==> src/rtl/adsr_env.sv <==
// ADSR envelope generator: one-pole filter toward a per-phase target, updated on tick.
// Define ADSR_RETRIG_EN to restart ATTACK from zero on a gate rising edge during RELEASE.
module adsr_env #(
  parameter int TAU_BITS = 16,
  parameter int ENV_BITS = 24
) (
  input  logic                clk,
  input  logic                rst_n,
  input  logic                tick,
  input  logic                gate,
  input  logic [TAU_BITS-1:0] attack_tau,
  input  logic [TAU_BITS-1:0] decay_tau,
  input  logic [TAU_BITS-1:0] release_tau,
  input  logic [ENV_BITS-1:0] peak,
  input  logic [ENV_BITS-1:0] sustain_lvl,
  output logic [ENV_BITS-1:0] envelope,
  output logic [2:0]          state,
  output logic                busy,
  output logic                done
);

  // state   | meaning
  // IDLE    | envelope held at 0, waiting for gate
  // ATTACK  | rising toward peak at attack_tau
  // DECAY   | moving toward sustain_lvl at decay_tau
  // SUSTAIN | tracking sustain_lvl at decay_tau while gate held
  // RELEASE | falling toward 0 at release_tau
  localparam logic [2:0] IDLE    = 3'd0;
  localparam logic [2:0] ATTACK  = 3'd1;
  localparam logic [2:0] DECAY   = 3'd2;
  localparam logic [2:0] SUSTAIN = 3'd3;
  localparam logic [2:0] RELEASE = 3'd4;

  localparam int DW = ENV_BITS + 1;
  localparam int PW = ENV_BITS + TAU_BITS + 2;

  logic [2:0]                state_q, state_d, eff_state;
  logic [ENV_BITS-1:0]       env_d, env_upd, target;
  logic [TAU_BITS-1:0]       tau;
  logic                      gate_q, gate_rise, done_d, zero_env, allow_tick;
  logic signed [DW-1:0]      diff, product, step;
  logic signed [TAU_BITS:0]  tau_s;
  logic signed [PW-1:0]      prod_full;

  always_ff @(posedge clk or negedge rst_n) begin
    if (!rst_n) begin
      state_q  <= IDLE;
      envelope <= '0;
      gate_q   <= 1'b0;
      done     <= 1'b0;
    end else begin
      state_q  <= state_d;
      envelope <= env_d;
      gate_q   <= gate;
      done     <= done_d;
    end
  end

  always_comb begin
    gate_rise  = gate & ~gate_q;
    eff_state  = state_q;
    zero_env   = 1'b0;
    allow_tick = tick;
    // Gate-driven moves are resolved first; a same-cycle tick uses the resulting phase.
    case (state_q)
      IDLE:                    eff_state = gate ? ATTACK : IDLE;
      ATTACK, DECAY, SUSTAIN:  if (!gate) eff_state = RELEASE;
      RELEASE: begin
        if (gate_rise) begin
          eff_state = ATTACK;
`ifdef ADSR_RETRIG_EN
          zero_env   = 1'b1;
          allow_tick = 1'b0;
`endif
        end
      end
      default:                 eff_state = IDLE;
    endcase

    case (eff_state)
      ATTACK:          begin target = peak;        tau = attack_tau;  end
      DECAY, SUSTAIN:  begin target = sustain_lvl; tau = decay_tau;   end
      RELEASE:         begin target = '0;          tau = release_tau; end
      default:         begin target = '0;          tau = '0;          end
    endcase

    diff      = $signed({1'b0, target}) - $signed({1'b0, envelope});
    tau_s     = $signed({1'b0, tau});
    prod_full = PW'(diff) * PW'(tau_s);
    product   = DW'(prod_full >>> TAU_BITS);
    // A zero product with a nonzero error would stall; force a unit step so the target is always hit.
    if (product == '0 && diff != '0)
      step = diff[DW-1] ? '1 : DW'(1);
    else
      step = product;
    env_upd = ENV_BITS'($unsigned(step) + {1'b0, envelope});

    state_d = eff_state;
    env_d   = envelope;
    done_d  = 1'b0;
    if (eff_state == IDLE) begin
      env_d = '0;
    end else if (zero_env) begin
      env_d = '0;
    end else if (allow_tick) begin
      env_d = env_upd;
      case (eff_state)
        ATTACK:  if (env_upd == peak)        state_d = DECAY;
        DECAY:   if (env_upd == sustain_lvl) state_d = SUSTAIN;
        RELEASE: if (env_upd == '0) begin
          state_d = IDLE;
          done_d  = 1'b1;
        end
        default: ;
      endcase
    end
  end

  always_comb begin
    state = state_q;
    busy  = (state_q != IDLE);
  end

endmodule

==> config.mk <==
export PLATFORM = sky130hd
export DESIGN_NAME = adsr_env
export DESIGN_NICKNAME = d
export VERILOG_FILES = /design/src/rtl/adsr_env.sv
export SDC_FILE = /design/constraint.sdc
export NUM_CORES = 1
export LEC_CHECK = 0
export BUFFER_PORTS_ARGS = -buffer_cell sky130_fd_sc_hd__buf_2
export CAP_MARGIN = 20
export CELL_PAD_IN_SITES_DETAIL_PLACEMENT = 1
export CELL_PAD_IN_SITES_GLOBAL_PLACEMENT = 2
export CORE_UTILIZATION = 43
export CTS_CLUSTER_DIAMETER = 100
export DETAILED_ROUTE_END_ITERATION = 10
export PLACE_DENSITY = 0.86
export REMOVE_ABC_BUFFERS = 1
export SYNTH_ARGS = -nofsm -noshare
export SYNTH_HDL_FRONTEND = slang
export SYNTH_SLANG_ARGS = --single-unit
==> constraint.sdc <==
create_clock -name clk -period 25.2 [get_ports clk]
set_input_delay 1.26 -clock clk [delete_from_list [all_inputs] [get_ports clk]]
set_output_delay 1.26 -clock clk [all_outputs]
set_load 0.01 [all_outputs]
==> qor.csv <==
stage;metric;value;unit
clock_network;Post-CTS Setup Bufs;0;
worst_setup_path;CP max-delay cell;nand3_1;
global_routing;first-pass GRT wire length;109400;µm
routing;WL final;69800;µm
clock_network;Reg clk slew, reported paths;0.06;ns
routing;post-detailed-route wirelength per cell;23.38;µm
floorplanning;die area;45980;µm²
placed_design;DP Wirelength;58050;µm
global_routing;GRT Util Overall;30.86;%
synth;register bit total from synthesis;29;
worst_setup_path;Worst Path Required;25.34;ns
run;maxcap violations;0;
floorplanning;Die Y;214.4;µm
cells_and_area;Layout Area Growth over Synthesis;8.556;%
clock_network;CTS tree;done;
worst_setup_path;Setup CP Type;input pin to flip-flop;
floorplanning;Starting Density;43.79;%
synth;Top FF cell, synth;dfrtp_1;
worst_setup_path;crit path DAT;15.78;ns
worst_setup_path;slowest stage delay, CP;0.66;ns
worst_setup_path;CP Buf/Inv Count;5;
clock_network;clock latency on the worst-skew pair;0.28;ns
synth;Yosys top cell by area;fa_1;
floorplanning;Die X-Extent;214.4;µm
timing;Hold Violations, Final;0;
timing;Max Slew Vio Count;0;
timing;worst-margin pin slew;1.107;ns
placed_design;# port buffers;128;
synth;Synth Instances;2293;
worst_setup_path;Setup crit start kind;input pin;
routing;ANT nets after route;0;
routing;Iter 0 DRT Violations;919;
clock_network;Hold Buf Count CTS;0;
clock_network;total CTS buffers;5;
routing;vias;17060;
cells_and_area;final core utilization;47.53;%
worst_setup_path;R2R Path Start;state[1];
cells_and_area;share of cells above drive strength 1;10.24;%
synth;top area cells in the synthesized netlist;fa_1 (40%), ha_1 (9.3%), inv_1 (7.1%);
synth;Yosys warnings;0;
timing;f_max;63.94;MHz
timing;Clock Skews;0.003154;ns
synth;Post-synth EDFFs;0;
clock_network;CTS H-tree lvls;2;
worst_hold_path;hold endpoint;envelope[16];
synth;Netlist cell types;93;
timing;Tmin final;15.64;ns
synth;synth cell count leaders;fa_1 (386), inv_1 (368), nand2_1 (288), nor2_1 (259), ha_1 (145);
clock_network;clk sinks;29;
worst_setup_path;nature of the critical path endpoint;flip-flop;
global_routing;largest net degree at the start of global routing;59;
worst_setup_path;RR Endpoint;state[0];
worst_setup_path;most used cell, CP;fa_1;
worst_setup_path;CP top delay family;simple AND/OR/NAND/NOR gates;
routing;DRC errors left;0;
timing;Setup TNS Final;0;ns
floorplanning;Rows;77;
worst_setup_path;crit-path max FO;58;
cells_and_area;Fillers;5371;
status;status;finished clean;
synth;most common cell in the netlist;fa_1;
worst_hold_path;cell count of the worst hold path;2;
worst_setup_path;worst reg2reg path depth;49;
clock_network;post-cts resize count;0;
synth;post-synthesis async set-or-reset flop share;100.0;%
worst_hold_path;worst hold path type;flip-flop to flip-flop;
synth;Mapped Area;19400;µm²
floorplanning;Core ar.;44320;µm²
synth;share of the synthesized area in the top cell type;39.82;%
timing;Final Cycle Share;62.06;%
global_routing;vias in the first global route;19170;
timing;RSZ-0062 raised after global routing;no;
synth;post-synthesis sequential area ratio;3.740;%
clock_network;Root Buffer;clkbuf_16;
worst_hold_path;source of the worst hold timing path;envelope[16];
floorplanning;I/O pin cnt;129;
timing;Relative slew margins;25.70;%
global_routing;grt ovf;0;
placed_design;gp weighted congestion;0.9172;
synth;syn_area_per_cell;8.463;µm²
routing;Pre-Repair DR Iteration Count;5;
worst_setup_path;r2r setup slk;10.14;ns
cells_and_area;NumNets Final;3022;
timing;final setup violation count;0;
clock_network;Longest Clk Path Bufs;2;
routing;Vias/cell;5.716;
global_routing;antenna violations before repair;2;
[metrics by stage]
| stage | cells | setup slack, ns | hold WS [ns] | instance area [µm²] |
|---|---|---|---|---|
| global route | 2984 | 8.679 | 0.6589 | 21060 |
| global placement | 2974 | 9.218 | 0.5991 | 20910 |
| CTS | 2983 | 9.548 | 0.6304 | 21060 |
| detailed placement | 2975 | 9.273 | 0.6141 | 20910 |
| floorplan | 2201 | 10.99 | 0.5964 | 19040 |
| finish | 2985 | 9.560 | 0.6336 | 21070 |
[worst max-delay path by stage]
stage	startpoint	endpoint	cells past startpoint	slack [ns]
after global routing	gate	state[0]	50	8.68
after CTS	gate	state[0]	48	9.55
after global placement	gate	state[0]	50	9.22
final	gate	state[0]	50	9.56
after floorplan	gate	state[0]	47	10.99
after detailed placement	gate	state[0]	48	9.27
[logic make-up (layout without fill, tap and decap cells)]
logic type      after synthesis  count (layout)  share of synthesized area, %
fa+ha+maj                   531             531                         49.17
buf+inv                     460             559                         9.021
compound gates              335             335                         12.35
flops                        29              29                         3.740
mux                          25              25                         1.302
xor+xnor                    127             127                         5.880
simple gates                786             786                         18.54
other cells                   0               1                             0
[registers in the layout, indices dropped and copies added (netlist names)]
name / cells
done: 1
state: 3
gate_q: 1
envelope: 24
[metal layers]
| metal | global-route usage [%] | share of wire (%) | up-vias |
|---|---|---|---|
| met5 | 0 | 0 | - |
| li1 | - | - | 7547 |
| met3 | 2.397 | 4.1 | 153 |
| met1 | 39.07 | 41 | 8910 |
| met2 | 55.82 | 51 | 451 |
| met4 | 9.524 | 3.5 | 0 |
[cells in the final DEF, fill, tap and decap left out, drive strengths merged, types with 4 or more instances in the layout]
cell type and count:
a2111oi 4, a211oi 12, a21boi 4, a21o 40
a21oi 82, a221o 17, a221oi 21, a31oi 14
and2 14, and3 29, and4 4, buf 183
clkbuf 5, dfrtp 29, fa 386, ha 145
inv 368, mux2i 23, nand2 289, nand2b 37
nand3 25, nand3b 5, nand4 26, nor2 259
nor2b 19, nor3 27, nor3b 6, nor4 16
o211ai 6, o21a 13, o21ai 68, o21bai 7
o311ai 4, o31ai 10, or2 8, or3 10
xnor2 75, xor2 50
[worst register-to-register path, delay by kind of cell (launching register included)]
| family | cells | cell delay, ns |
|---|---|---|
| adder cells (fa/ha/maj) | 9 | 4.02 |
| flip-flops | 1 | 0.48 |
| XOR/XNOR | 2 | 0.62 |
| buffers and inverters | 4 | 1.00 |
| AND/OR/NAND/NOR | 19 | 5.29 |
| AO/OA/AOI/OAI | 15 | 3.49 |
[layout make-up]
type                            count  area, µm²  share of cell area, %
Antenna cell                        1      2.502                0.01188
Multi-Input combinational cell   1804      17020                  80.80
Inverter                          368       1381                  6.557
Sequential cell                    29      725.7                  3.445
Clock buffer                        5      125.1                 0.5940
Tap cell                          592      740.7                  3.516
Clock inverter                      3      17.52                0.08316
Timing Repair Buffer              183       1051                  4.989
Power is not shown: default switching activity piles up to over one toggle a cycle in this logic, so the estimate is an artifact.
